<file path="src/rtl/cmac_pkg.sv">
// Shared definitions for the sequential complex MAC: FSM encoding, the result
// width helper and the indices of the real/imag fields in packed operands.
package cmac_pkg;

  typedef enum logic [2:0] {
    ST_IDLE = 3'd0,
    ST_M0   = 3'd1,
    ST_M1   = 3'd2,
    ST_M2   = 3'd3,
    ST_M3   = 3'd4,
    ST_DONE = 3'd5
  } cmac_state_e;

  // Operands and results are viewed as [1:0][W-1:0]; element 1 is real, 0 is imag.
  localparam int FLD_RE = 1;
  localparam int FLD_IM = 0;

  function automatic int ow_width(input int cw, input int guard);
    return 2 * cw + guard;
  endfunction

endpackage

</file>
<file path="src/rtl/cmac_smul.sv">
// Combinational signed CW x CW -> 2CW multiplier shared by all compute states.
module cmac_smul #(
  parameter int CW = 8
) (
  input  logic signed [CW-1:0]   i_a,
  input  logic signed [CW-1:0]   i_b,
  output logic signed [2*CW-1:0] o_p
);

  assign o_p = i_a * i_b;

endmodule

</file>
<file path="src/rtl/cmac_seq.sv">
// Sequential complex multiply / multiply-accumulate: one multiplier and one
// adder stepped through four partial products, with sticky signed overflow.
module cmac_seq
  import cmac_pkg::*;
#(
  parameter int CW    = 8,
  parameter int GUARD = 2,
  localparam int OW   = ow_width(CW, GUARD)
) (
  input  logic            clk,
  input  logic            rst_n,
  input  logic            start,
  input  logic            conj_b,
  input  logic            acc,
  input  logic [2*CW-1:0] a,
  input  logic [2*CW-1:0] b,
  output logic            busy,
  output logic            done,
  output logic [2*OW-1:0] y,
  output logic            ovf
);

  cmac_state_e r_state, w_state_next;

  logic signed [CW-1:0]   r_ar, r_ai, r_br, r_bi;
  logic                   r_conj;
  logic signed [OW-1:0]   r_tr, r_ti;
  logic [1:0][OW-1:0]     r_y;
  logic                   r_ovf;

  logic [1:0][CW-1:0]     w_a, w_b;
  logic signed [CW-1:0]   w_mul_a, w_mul_b;
  logic signed [2*CW-1:0] w_prod;
  logic signed [OW-1:0]   w_prod_ext, w_addend, w_lhs, w_sum;
  logic                   w_sub, w_add_ovf, w_accept, w_compute;

  assign w_a = a;
  assign w_b = b;

  assign w_accept  = start && (r_state == ST_IDLE || r_state == ST_DONE);
  assign w_compute = (r_state == ST_M0) || (r_state == ST_M1) ||
                     (r_state == ST_M2) || (r_state == ST_M3);

  always_comb begin
    w_mul_a = '0;
    w_mul_b = '0;
    unique case (r_state)
      ST_M0:   begin w_mul_a = r_ar; w_mul_b = r_br; end
      ST_M1:   begin w_mul_a = r_ai; w_mul_b = r_bi; end
      ST_M2:   begin w_mul_a = r_ar; w_mul_b = r_bi; end
      ST_M3:   begin w_mul_a = r_ai; w_mul_b = r_br; end
      default: begin w_mul_a = '0;   w_mul_b = '0;   end
    endcase
  end

  cmac_smul #(.CW(CW)) u_smul (
    .i_a (w_mul_a),
    .i_b (w_mul_b),
    .o_p (w_prod)
  );

  // Negating the sign-extended product cannot overflow: it has GUARD spare bits.
  assign w_prod_ext = OW'(w_prod);
  assign w_sub      = ((r_state == ST_M1) && !r_conj) || ((r_state == ST_M2) && r_conj);
  assign w_addend   = w_sub ? -w_prod_ext : w_prod_ext;
  assign w_lhs      = ((r_state == ST_M0) || (r_state == ST_M1)) ? r_tr : r_ti;
  assign w_sum      = w_lhs + w_addend;
  assign w_add_ovf  = (w_lhs[OW-1] == w_addend[OW-1]) && (w_sum[OW-1] != w_lhs[OW-1]);

  always_comb begin
    w_state_next = r_state;
    unique case (r_state)
      ST_IDLE: if (start) w_state_next = ST_M0;
      ST_M0:   w_state_next = ST_M1;
      ST_M1:   w_state_next = ST_M2;
      ST_M2:   w_state_next = ST_M3;
      ST_M3:   w_state_next = ST_DONE;
      ST_DONE: w_state_next = start ? ST_M0 : ST_IDLE;
      default: w_state_next = ST_IDLE;
    endcase
  end

  always_ff @(posedge clk or negedge rst_n) begin
    if (!rst_n) begin
      r_state <= ST_IDLE;
      r_ar    <= '0;
      r_ai    <= '0;
      r_br    <= '0;
      r_bi    <= '0;
      r_conj  <= 1'b0;
      r_tr    <= '0;
      r_ti    <= '0;
      r_y     <= '0;
      r_ovf   <= 1'b0;
    end else begin
      r_state <= w_state_next;
      if (w_accept) begin
        r_ar   <= w_a[FLD_RE];
        r_ai   <= w_a[FLD_IM];
        r_br   <= w_b[FLD_RE];
        r_bi   <= w_b[FLD_IM];
        r_conj <= conj_b;
        r_tr   <= acc ? r_y[FLD_RE] : '0;
        r_ti   <= acc ? r_y[FLD_IM] : '0;
        if (!acc) r_ovf <= 1'b0;
      end else if (w_compute) begin
        if (w_add_ovf) r_ovf <= 1'b1;
        if (r_state == ST_M0 || r_state == ST_M1) begin
          r_tr <= w_sum;
        end else begin
          r_ti <= w_sum;
        end
        if (r_state == ST_M3) begin
          r_y[FLD_RE] <= r_tr;
          r_y[FLD_IM] <= w_sum;
        end
      end
    end
  end

  assign busy = w_compute;
  assign done = (r_state == ST_DONE);
  assign y    = r_y;
  assign ovf  = r_ovf;

endmodule

</file>
<file path="config.mk">
export PLATFORM = sky130hd
export DESIGN_NAME = cmac_seq
export DESIGN_NICKNAME = d
export VERILOG_FILES = /design/src/rtl/cmac_pkg.sv /design/src/rtl/cmac_smul.sv /design/src/rtl/cmac_seq.sv
export SDC_FILE = /design/constraint.sdc
export NUM_CORES = 1
export LEC_CHECK = 0
export BUFFER_PORTS_ARGS = -buffer_cell sky130_fd_sc_hd__buf_4
export CORE_MARGIN = 10
export CORE_UTILIZATION = 55
export DETAILED_ROUTE_END_ITERATION = 8
export PLACE_DENSITY_LB_ADDON = 0.15
export SYNTH_ARGS = -nofsm -noshare
export SYNTH_HDL_FRONTEND = slang
export SYNTH_HIERARCHICAL = 1
export SYNTH_SLANG_ARGS = --single-unit
</file>
<file path="constraint.sdc">
create_clock -name clk -period 9.9 [get_ports clk]
set_input_delay 1.98 -clock clk [delete_from_list [all_inputs] [get_ports clk]]
set_output_delay 1.98 -clock clk [all_outputs]
set_load 0.1 [all_outputs]
</file>
### Word-level counts from Yosys, hierarchy flattened

Index checks and enable logic that the tools add are counted.

| word-level totals | value |
|---|---|
| register bits | 109 |
| input bits | 37 |
| output and inout bits | 39 |
| logic and storage cells | 66 |

| cells by class | value |
|---|---|
| add/sub/neg operators | 2 |
| multipliers | 1 |
| equality and inequality tests | 10 |
| mux-type cells | 19 |
| bitwise operators | 1 |
| reduce and logical (&&, ||, !) cells | 22 |

Operators by type and width:

| kind | count |
|---|---|
| two-way mux 18 bit | 10 |
| one-hot mux 8 bit (2 select lines) | 2 |
| adder 18 bit | 1 |
| negation 16 -> 18 bit | 1 |
| one-hot mux 3 bit (6 select lines) | 1 |
| multiplier 8 x 8 -> 16 bit | 1 |
| OR reduction 2 bit | 4 |
| == test 3 x 2 -> 1 bit, second input constant | 2 |
| == test 3 bit, second input constant | 2 |
| != test 2 bit, second input constant | 3 |
| AND reduction 3 bit | 2 |
| nonzero test 2 bit | 3 |
| logical OR 1 bit | 5 |
| two-way mux 1 bit | 5 |
| logical AND 1 bit | 4 |
| AND reduction 2 bit | 2 |
| == test 3 x 1 -> 1 bit, second input constant | 1 |
| logical NOT 3 bit | 1 |
| two-way mux 3 bit | 1 |
| == test 1 bit | 1 |
| logical NOT 1 bit | 1 |
| != test 1 bit | 1 |
| NOT 1 bit | 1 |

### Longest topological paths before layout

Gate-level depths: netlist of run 1.

| depth | value |
|---|---|
| depth after elaboration | 12 |
| mapped depth | 36 |
| depth with buffers taken out | 33 |

### By module

The synthesis of run 1 kept the hierarchy.

By module, submodules not included:

| module | instances | cells each | area an instance (um^2) | sequential area each (um^2) |
|---|---|---|---|---|
| cmac_seq | 1 | 801 | 6258.5 | 2727.6 |
| cmac_smul | 1 | 284 | 2511.2 | 0.0 |

### Least setup slack after synthesis of run 1

OpenSTA, ideal clock, no wires.

| timing path | value |
|---|---|
| path kind | register -> register |
| from | register r_state[0] |
| to | register r_tr[17] |
| library setup time | 0.082 ns |
| arrival time | 7.548 ns |
| data required time | 9.818 ns |
| slack | 2.270 ns |
| cell stages (with the launch flop) | 32 |
| buffers on the path | 3 |
| clock period less this slack | 7.630 ns |
| cells stage by stage | dfrtp_1 > clkbuf_1 > nor3b_1 > clkbuf_1 > nand2_1 > o21ai_0 > nand2_1 > fa_1 > fa_1 > inv_1 > fa_1 > inv_1 > fa_1 > inv_1 > ha_1 > o21a_1 > o31a_1 > o21a_1 > nor2_1 > xnor2_1 > or4_4 > o41ai_1 > xnor2_1 > ha_1 > clkbuf_1 > o21ai_0 > nor2_1 > o41ai_1 > o21a_1 > a221oi_2 > or3_1 > a31oi_1 |

| on the way | value |
|---|---|
| word-level cells in the longest chain between the ends | 10 |
| elaborated cells on any way between the ends | 31 |
| classes of those cells | add/sub (2); mul (1); eq/ne (5); mux (7); reduce/logical (16) |

Ends and longest elaborated chain:

| what | line | source |
|---|---|---|
| start, declared | cmac_seq.sv:23 | `cmac_state_e r_state, w_state_next;` |
| start signal, assigned | cmac_seq.sv:96 | `r_state <= w_state_next;` |
| == test 3 x 2 -> 1 bit, or another cell as far along | cmac_seq.sv:47 | `unique case (r_state)` |
| OR reduction 2 bit (no line) | - |  |
| one-hot mux 8 bit (2 select lines) (*) | cmac_seq.sv:47 |  |
| via w_mul_a[2] | cmac_seq.sv:32 | `logic signed [CW-1:0] w_mul_a, w_mul_b;` |
| multiplier 8 x 8 -> 16 bit (*) | cmac_smul.sv:10 | `assign o_p = i_a * i_b;` |
| via w_prod[10] | cmac_seq.sv:33 | `logic signed [2*CW-1:0] w_prod;` |
| negation 16 -> 18 bit | cmac_seq.sv:65 | `assign w_addend = w_sub ? -w_prod_ext : w_prod_ext;` |
| two-way mux 18 bit (*) | cmac_seq.sv:65 |  |
| adder 18 bit (*) | cmac_seq.sv:67 | `assign w_sum = w_lhs + w_addend;` |
| two-way mux 18 bit (*) | cmac_seq.sv:108 | `if (r_state == ST_M0 \|\| r_state == ST_M1) begin` |
| two-way mux 18 bit (*) | cmac_seq.sv:106 | `end else if (w_compute) begin` |
| two-way mux 18 bit (*) | cmac_seq.sv:97 | `if (w_accept) begin` |
| end signal, assigned | cmac_seq.sv:103 | `r_tr <= acc ? r_y[FLD_RE] : '0;` |
| end signal, assigned | cmac_seq.sv:109 | `r_tr <= w_sum;` |
| end, declared | cmac_seq.sv:27 | `logic signed [OW-1:0] r_tr, r_ti;` |

Mark *: on every way through the listed nets, which the timed path passes. The rest lies on a longest branch. The select of a mux whose other input is x is not followed.
A chain may end at the register's enable or synchronous reset.

### Worst setup path in the final report of run 1

| timing path | value |
|---|---|
| from | register r_state[0] |
| to | register r_tr[17] |

| on the way | value |
|---|---|
| word-level cells in the longest chain between the ends | 10 |
| elaborated cells on any way between the ends | 31 |
| classes of those cells | add/sub (2); mul (1); eq/ne (5); mux (7); reduce/logical (16) |

Ends and longest elaborated chain:

| what | line |
|---|---|
| == test 3 x 1 -> 1 bit, or another cell as far along | cmac_seq.sv:47 |
| OR reduction 2 bit (no line) | - |
| one-hot mux 8 bit (2 select lines) (*) | cmac_seq.sv:47 |
| via w_mul_b[2] | cmac_seq.sv:32 |
| multiplier 8 x 8 -> 16 bit (*) | cmac_smul.sv:10 |
| via w_prod[10] | cmac_seq.sv:33 |
| negation 16 -> 18 bit | cmac_seq.sv:65 |
| two-way mux 18 bit (*) | cmac_seq.sv:65 |
| adder 18 bit (*) | cmac_seq.sv:67 |
| two-way mux 18 bit (*) | cmac_seq.sv:108 |
| two-way mux 18 bit (*) | cmac_seq.sv:106 |
| two-way mux 18 bit (*) | cmac_seq.sv:97 |

Marks and branches as above.

==> results of run 1 <==
[cell type report]
type                            instances  share of cell area
Sequential cell                       109               0.279
Multi-Input combinational cell        837               0.566
Clock buffer                            9              0.0230
Tap cell                              216              0.0276
Inverter                               89              0.0342
Timing Repair Buffer                   84              0.0645
Clock inverter                          6             0.00614
[kinds of logic (layout without fill, tap and decap cells)]
kind of cell,after synthesis,count (layout),synth area share
buffers and inverters,139,188,0.0596
AND/OR/NAND/NOR,495,495,0.245
multiplexers,6,6,0.00713
flip-flops,109,109,0.311
adder cells (fa/ha/maj),103,103,0.195
AO/OA/AOI/OAI,188,188,0.137
XOR/XNOR,45,45,0.0449
[Yosys cell counts (3+ instances only)]
| library cell | count | area (sq um) |
|---|---|---|
| a21o_1 | 5 | 37.5 |
| xor2_1 | 17 | 149 |
| inv_1 | 89 | 334 |
| buf_1 | 7 | 26.3 |
| o41ai_1 | 3 | 26.3 |
| xnor2_1 | 28 | 245 |
| ha_1 | 47 | 588 |
| and2_1 | 45 | 282 |
| fa_1 | 56 | 1120 |
| nor3_1 | 10 | 50.1 |
| a211oi_1 | 4 | 30.0 |
| nand2_1 | 327 | 1230 |
| a31oi_1 | 22 | 138 |
| dfrtp_1 | 109 | 2730 |
| a22oi_1 | 17 | 128 |
| nor2_1 | 51 | 191 |
| nand4_1 | 4 | 25.0 |
| o21a_1 | 8 | 60.1 |
| or3_1 | 3 | 18.8 |
| o21ai_0 | 52 | 260 |
| nor2b_1 | 12 | 75.1 |
| clkbuf_1 | 42 | 158 |
| a32oi_1 | 8 | 70.1 |
| o211ai_1 | 7 | 52.6 |
| nand3_1 | 24 | 120 |
| and3_1 | 4 | 25.0 |
| mux2i_1 | 4 | 40.0 |
| o31ai_1 | 3 | 22.5 |
| nand2b_1 | 4 | 25.0 |
| a21oi_1 | 41 | 205 |
[worst max-delay path by stage]
stage	to	slack, ps	depth (start not counted)
global route	r_tr[17]	540	28
detailed placement	r_tr[17]	1310	28
floorplan	r_tr[17]	2270	31
CTS	r_tr[17]	1290	28
global placement	r_tr[17]	1560	28
finish	r_tr[17]	1210	28
[per-layer routing]
layer	vias to the layer above	track usage
met5	-	0
met4	0	0.0385
met3	10	0.0355
met2	176	0.319
met1	3621	0.289
li1	3638	-
[flip-flops by register name, summed over array words and instances (netlist names)]
signal	cells
r_ar	8
r_br	8
ovf	1
r_state	3
r_conj	1
r_ti	18
r_tr	18
r_ai	8
y	36
r_bi	8
[critical path, delay by kind of cell (launching register included)]
kind | cells | cell delay, ps
adders and majority gates | 6 | 2730
xor gates and xnor gates | 2 | 270
and+or+nand+nor | 6 | 1820
buffers and inverters | 3 | 150
AOI/OAI and AO/OA | 11 | 2860
DFF | 1 | 770
[metrics by stage]
stage | instance area [sq um] | setup WS (ps) | hold slack [ps] | utilization
3_5_place_dp | 9490 | 1310 | 467 | 0.602
2_1_floorplan | 8770 | 2270 | 447 | -
5_1_grt | 9780 | 537 | 507 | 0.620
4_1_cts | 9780 | 1290 | 485 | 0.620
3_3_place_gp | 9490 | 1560 | 467 | 0.602
6_report | 9780 | 1210 | 485 | 0.620
==> impl_metrics.tcl, run 1 <==
set metrics [dict create \
    multi_input_area_sq_um 5530 \
    vias_per_cell 5.51 \
    slew_violations 0 \
    layout_common_cells "327 x nand2_1, 109 x dfrtp_1, 89 x inv_1" \
    hpwl_mm 15.6 \
    cp.required_ps 10180 \
    syn_inst 1085 \
    hp-class "flop to flop" \
    synth_edf_count 0 \
    yosysSeqAreaShare 0.311 \
    htree_levels 3 \
    regArea_sq_um 2730 \
    hold_end "r_ar[3]" \
    syn_to_final_growth_pct 11.5 \
    post_cts_buffers 0 \
    reg2reg_slack_ps 1210 \
    cts_sinks 109 \
    layout.nets 1270 \
    first_global_vias 7343 \
    critPathSlowestCell "dfrtp_1" \
    fp.dieH_microns 146 \
    vias 7445 \
    antenna_left 0 \
    crit_start "r_state[0]" \
    startpoint_type "flop" \
    cp.arrival_ps 8970 \
    endpoint_kind "flop" \
    postCtsHoldBufs 0 \
    worst_pin_slew_ps 1050 \
    timing.rr.end "r_tr[17]" \
    numPortBuffers 75 \
    final.setup.tns_ps 0 \
    drc 0 \
    numCtsBuffers 9 \
    cap_violations 0 \
    routed_wl_mm 21.4 \
    drtIter0Drc 559 \
    die_area_sq_um 21400 \
    reg2reg_from "r_state[0]" \
    cts.root.buffer_cell "clkbuf_16" \
    fin_crit_sh 0.878 \
    dr_wl_met3_mm 1.13 \
    place_congestion 0.896 \
    synth_cell_types 55 \
    drive_gt1_frac 0.101 \
    ys.flop_type "dfrtp_1" \
    cts_resized 0 \
    cts_tree "built" \
    cp_slowest_stage_delay_ps 770 \
    die_x_microns 146 \
    dr_wl_met2_mm 9.82 \
    finClkSkew_ps 13.6 \
    clkTransAtPathRegs_ps 80 \
    grt_max_degree 70 \
    syn_area_per_cell_sq_um 8.08 \
    n_antenna_cell 0 \
    antenna_found_initial 0 \
    initial_utilization 0.556 \
    first_pass_iters 7 \
    critPathKind "flop to flop" \
    cpMostUsedCell "fa_1" \
    fill_cells 1477 \
    fmax_mhz 115 \
    grt_pass1_wl_mm 36.7 \
    syn_area_sq_um 8770 \
    dr.max_layer_used "met4" \
    grt_usage 0.203 \
    grt_setup_unrepaired "no" \
    hold_viol 0 \
    syn-num-nets 1225 \
    synth-seq-cells 109 \
    grt-ovfl-total 0 \
    final_cells 1350 \
    wl_per_cell_microns 15.9 \
    hold_start "r_ar[3]" \
    clockBufferDepth 2 \
    max_slew_margin 0.299 \
    io_pins 76 \
    num_rows 46 \
    fin_crit_ps 8690 \
    async_reset_ff_frac 1.00 \
    status "finished clean" \
    cp_max_fo 20 \
    finalSetupViolCount 0 \
    clock_latency_ps 360 \
    coreArea_sq_um 15800 \
    wl_met1_mm 10.3 \
    min_path_cells 2 \
    worst_r2r_path_depth 28 \
    final_common_cell "nand2_1" \
    ys_warn_count 6 \
    dpl.cell_count 1335 \
]
Power of run 1 is not shown: default switching activity piles up to over one toggle a cycle in this logic, so the estimate is an artifact.
==> inputs of run 2 (changes only) <==
--- a/config.mk
+++ b/config.mk
@@ -10,7 +10,7 @@
 export CORE_UTILIZATION = 55
 export DETAILED_ROUTE_END_ITERATION = 8
 export PLACE_DENSITY_LB_ADDON = 0.15
+export SLEW_MARGIN = 20
 export SYNTH_ARGS = -nofsm -noshare
 export SYNTH_HDL_FRONTEND = slang
-export SYNTH_HIERARCHICAL = 1
 export SYNTH_SLANG_ARGS = --single-unit
==> impl_metrics.tcl, run 2 <==
set metrics [dict create \
    cp_max_fo 16 \
    grt_pass1_wl_mm 37.4 \
    grt_setup_unrepaired "no" \
    cp_slowest_stage_delay_ps 740 \
    final.setup.tns_ps 0 \
    synth_cell_types 70 \
    cts_resized 0 \
    slew_violations 0 \
    dr_wl_met2_mm 9.68 \
    drc 0 \
    critPathTopFamily "adder cells" \
    grt_usage 0.209 \
    endpoint_kind "flop" \
    antenna_left 0 \
    largest_reg_flops 36 \
    grt-ovfl-total 0 \
    dr_wl_met3_mm 1.45 \
    synth_area_leaders "dfrtp_1 31%, nand2_1 14%, fa_1 13%" \
    regArea_sq_um 2730 \
    antenna_found_initial 0 \
    numPortBuffers 75 \
    postCtsHoldBufs 0 \
    vias 7472 \
    vias_per_cell 5.52 \
    reg2reg_slack_ps 1600 \
    layout_common_cells "316 x nand2_1, 109 x dfrtp_1, 105 x inv_1" \
    synth_compound_area_frac 0.143 \
    synth-seq-cells 109 \
    synth_mux_area_frac 0.00242 \
    yosysSeqAreaShare 0.311 \
    synthTopCellsByCount "317 x nand2_1, 109 x dfrtp_1, 105 x inv_1, 81 x nor2_1, 56 x fa_1" \
    initial_utilization 0.557 \
    critPathKind "flop to flop" \
    cts_tree "built" \
    syn-num-nets 1223 \
    cts.root.buffer_cell "clkbuf_16" \
    die_x_microns 146 \
    cp.arrival_ps 8540 \
    syn_area_per_cell_sq_um 8.11 \
    final_common_cell "nand2_1" \
    place_congestion 0.916 \
    first_global_vias 7392 \
    syn_area_sq_um 8780 \
    coreArea_sq_um 15800 \
    synthAdderAreaFrac 0.195 \
    clock_latency_ps 360 \
    routed_wl_mm 22.1 \
    synth_most_common_cell "nand2_1" \
    numCtsBuffers 9 \
    wl_met1_mm 10.7 \
    fill_cells 1433 \
    layout.nets 1272 \
    drtIter0Drc 572 \
    startpoint_type "flop" \
    hold_viol 0 \
    critPathSlowestCell "a22oi_1" \
    cts_sinks 109 \
    multi_input_area_sq_um 5500 \
    clkTransAtPathRegs_ps 70 \
    dr.max_layer_used "met4" \
    synth_top_cell_area_share 0.311 \
    max_slew_margin 0.332 \
    synth_simple_gate_area_share 0.239 \
    n_antenna_cell 0 \
    htree_levels 3 \
    wl_per_cell_microns 16.4 \
    fmax_mhz 121 \
    status "finished clean" \
    cp.required_ps 10140 \
    hp-class "flop to flop" \
    critPathBufInv 3 \
    hpwl_mm 16.5 \
    worst_pin_slew_ps 1000 \
    finClkSkew_ps 15.7 \
    io_pins 76 \
    syn_inst 1083 \
    synth_top_family_by_area "simple AND/OR/NAND/NOR gates" \
    grt_max_degree 75 \
    async_reset_ff_frac 1.00 \
    syn_to_final_growth_pct 11.4 \
    drive_gt1_frac 0.113 \
    synth_edf_count 0 \
    ys.flop_type "dfrtp_1" \
    synth.largest_area_cell "dfrtp_1" \
    finalSetupViolCount 0 \
    fin_crit_sh 0.838 \
    first_pass_iters 5 \
    num_rows 46 \
    fin_crit_ps 8300 \
    synth-xor-area-share 0.0452 \
    ys_warn_count 0 \
    post_cts_buffers 0 \
    cpMostUsedCell "fa_1" \
    fp.dieH_microns 146 \
    clockBufferDepth 2 \
    die_area_sq_um 21400 \
    cap_violations 0 \
]
==> run 2: layer usage <==
| layer | global-route usage | vias up |
|---|---|---|
| li1 | - | 3622 |
| met1 | 0.308 | 3597 |
| met2 | 0.311 | 231 |
| met3 | 0.0417 | 22 |
| met4 | 0.0440 | 0 |
| met5 | 0 | - |
==> run 2: path summary, 6_finish.rpt <==
kind,from,to,cells past startpoint
max in group asynchronous,rst_n,r_ti[14],2
worst min register to register,r_ar[4],r_ar[4],2
worst min-delay path,r_ar[4],r_ar[4],2
min in group asynchronous,rst_n,r_bi[4],1
worst max register to register,r_state[2],r_tr[17],27
worst max-delay path,r_state[2],r_tr[17],27
==> run 2: per-stage QoR <==
stage	setup WS, ps	std cells	area, sq um	utilization	hold WS [ps]
finish	1600	1353	9780	0.620	489
global placement	1870	1337	9500	0.603	461
global route	1120	1353	9780	0.620	519
CTS	1680	1353	9780	0.620	490
floorplan	2650	1083	8780	-	446
detailed placement	1690	1337	9500	0.603	473
==> run 2: worst register-to-register path: cells and delay by family, from the launching register on <==
| family | cells | cell delay, ps |
|---|---|---|
| adder cells (fa/ha/maj) | 6 | 2760 |
| AO/OA/AOI/OAI | 9 | 2500 |
| AND/OR/NAND/NOR | 7 | 1590 |
| XOR/XNOR | 2 | 600 |
| flip-flops | 1 | 590 |
| buffers and inverters | 3 | 140 |
==> run 2: kinds of logic after synthesis <==
family,Yosys count
buf+inv,149
compound gates,183
xor+xnor,42
simple gates,495
flops,109
fa+ha+maj,103
mux,2
==> run 2: final cells by class <==
type / count / share of cell area
clock buffers: 9 / 0.0230
well taps: 216 / 0.0276
clock inverters: 7 / 0.00563
multi-input cells: 825 / 0.562
flip-flops and latches: 109 / 0.279
inverters: 106 / 0.0407
repair buffers: 81 / 0.0622
Power of run 2 is left out for the same reason.
==> inputs of run 3 (changes only) <==
--- a/config.mk
+++ b/config.mk
@@ -5,6 +5,7 @@
 export SDC_FILE = /design/constraint.sdc
 export NUM_CORES = 1
 export LEC_CHECK = 0
+export ABC_AREA = 1
 export BUFFER_PORTS_ARGS = -buffer_cell sky130_fd_sc_hd__buf_4
 export CORE_MARGIN = 10
 export CORE_UTILIZATION = 55
==> constraint.sdc (replaced) <==
create_clock -name clk -period 7.2 [get_ports clk]
set_input_delay 1.44 -clock clk [delete_from_list [all_inputs] [get_ports clk]]
set_output_delay 1.44 -clock clk [all_outputs]
set_load 0.1 [all_outputs]
==> impl_metrics.tcl, run 3 <==
set metrics [dict create \
    cp.required_ps 7480 \
    clkTransAtPathRegs_ps 80 \
    die_x_microns 146 \
    yosysSeqAreaShare 0.310 \
    slew_violations 0 \
    ys.flop_type "dfrtp_1" \
    drtIter0Drc 573 \
    critPathKind "flop to flop" \
    die_area_sq_um 21500 \
    coreArea_sq_um 15800 \
    antenna_left 0 \
    hold_viol 0 \
    clock_latency_ps 360 \
    grt_pass1_wl_mm 35.8 \
    reg2reg_from "r_state[0]" \
    num_rows 46 \
    numPortBuffers 75 \
    routed_wl_mm 21.7 \
    critPathBufInv 7 \
    fin_crit_ps 6830 \
    fmax_mhz 146 \
    largest_reg_flops 36 \
    postCtsHoldBufs 0 \
    cap_violations 0 \
    cts_tree "built" \
    syn_area_per_cell_sq_um 7.26 \
    status "finished clean" \
    worst_pin_slew_ps 908 \
    endpoint_kind "flop" \
    synth_area_leaders "dfrtp_1 31%, nand2_1 18%, fa_1 13%" \
    synth.largest_area_cell "dfrtp_1" \
    syn_inst 1213 \
    first_pass_iters 5 \
    hpwl_mm 15.9 \
    grt-ovfl-total 0 \
    layout_common_cells "398 x nand2_1, 224 x inv_1, 110 x buf_4" \
    synthTopCellsByCount "416 x nand2_1, 228 x inv_1, 109 x dfrtp_1, 73 x o21ai_0, 72 x nor2_1" \
    synth_most_common_cell "nand2_1" \
    crit_start "r_state[0]" \
    final_area_sq_um 10400 \
    drc 0 \
    synth_top_cell_area_share 0.310 \
    first_global_vias 7479 \
    cts.root.buffer_cell "clkbuf_16" \
    clockBufferDepth 2 \
    async_reset_ff_frac 1.00 \
    startpoint_type "flop" \
    layout.nets 1445 \
    syn_to_final_growth_pct 18.0 \
    cp_slowest_stage_delay_ps 550 \
    critPathTopFamily "adder cells" \
    finalSetupViolCount 0 \
    numCtsBuffers 9 \
    cts_sinks 109 \
    cp.arrival_ps 7120 \
    cp_max_fo 8 \
    max_slew_margin 0.395 \
    final_common_cell "nand2_1" \
    hp-class "flop to flop" \
    n_antenna_cell 0 \
    drive_gt1_frac 0.162 \
    grt_usage 0.198 \
    ys_warn_count 0 \
    io_pins 76 \
    synth_cell_types 41 \
    htree_levels 3 \
    synth-seq-cells 109 \
    finClkSkew_ps 17.0 \
    vias_per_cell 5.09 \
    fp.dieH_microns 146 \
    cpMostUsedCell "nand2_1" \
    critPathSlowestCell "fa_1" \
    synth_edf_count 0 \
    syn_area_sq_um 8800 \
    hold_start "r_ai[4]" \
    grt_max_degree 71 \
    antenna_found_initial 0 \
    wl_per_cell_microns 14.2 \
    place_congestion 0.895 \
    fin_crit_sh 0.949 \
    dpl_cell_area_sq_um 9610 \
    syn-num-nets 1353 \
    initial_utilization 0.558 \
    vias 7765 \
]
## run 3: area by class of cell
cell class / instances / area, sq um
Clock buffer: 10 / 229
Clock inverter: 6 / 62.6
Fill cell: 1410 / 5390
Inverter: 236 / 888
Multi-Input combinational cell: 838 / 5370
Sequential cell: 109 / 2730
Tap cell: 216 / 270
Timing Repair Buffer: 111 / 837
## run 3: worst paths after layout
kind | slack (ps) | end | depth (start not counted)
worst max-delay path | 370 | r_ti[17] | 39
worst min-delay path | 480 | r_ai[4] | 2
worst max register to register | 370 | r_ti[17] | 39
worst min register to register | 480 | r_ai[4] | 2
max in group asynchronous | 4830 | r_tr[10] | 2
min in group asynchronous | 1030 | r_br[6] | 1
## run 3: stage by stage
stage,TNS (ps),hold slack [ps],worst slack [ps],utilization,instances
floorplan,0,443,525,-,1213
global placement,0,459,296,0.609,1487
detailed placement,0,463,9.42,0.609,1487
CTS,0,486,47.2,0.628,1503
global route,-285,512,-82.0,0.658,1526
finish,0,480,366,0.658,1526
## run 3: timing repair
item | in CTS | in global routing
setup buffers | 0 | 22
hold endpoints to repair | 0 | 0
cloned | 0 | 1
gates resized for setup | 1 | 75
setup endpoints to repair | 2 | 19
pin swaps | 0 | 38
## run 3: cells by family after synthesis
family,count (synthesis),share of synthesized area
compound gates,150,0.0975
xor+xnor,27,0.0269
fa+ha+maj,103,0.194
buf+inv,267,0.115
flops,109,0.310
simple gates,557,0.256
## run 3: worst min-delay path: cells and delay by family, from the launching register on
| family | cells | cell delay [ps] |
|---|---|---|
| DFF | 1 | 350 |
| and+or+nand+nor | 2 | 100 |
## run 3: routing by layer
metal / wire length [microns] / GRT usage
met1: 10100 / 0.274
met3: 1340 / 0.0374
met4: 229 / 0.0390
met5: 0 / 0
met2: 10000 / 0.316
Power of run 3 is left out for the same reason.
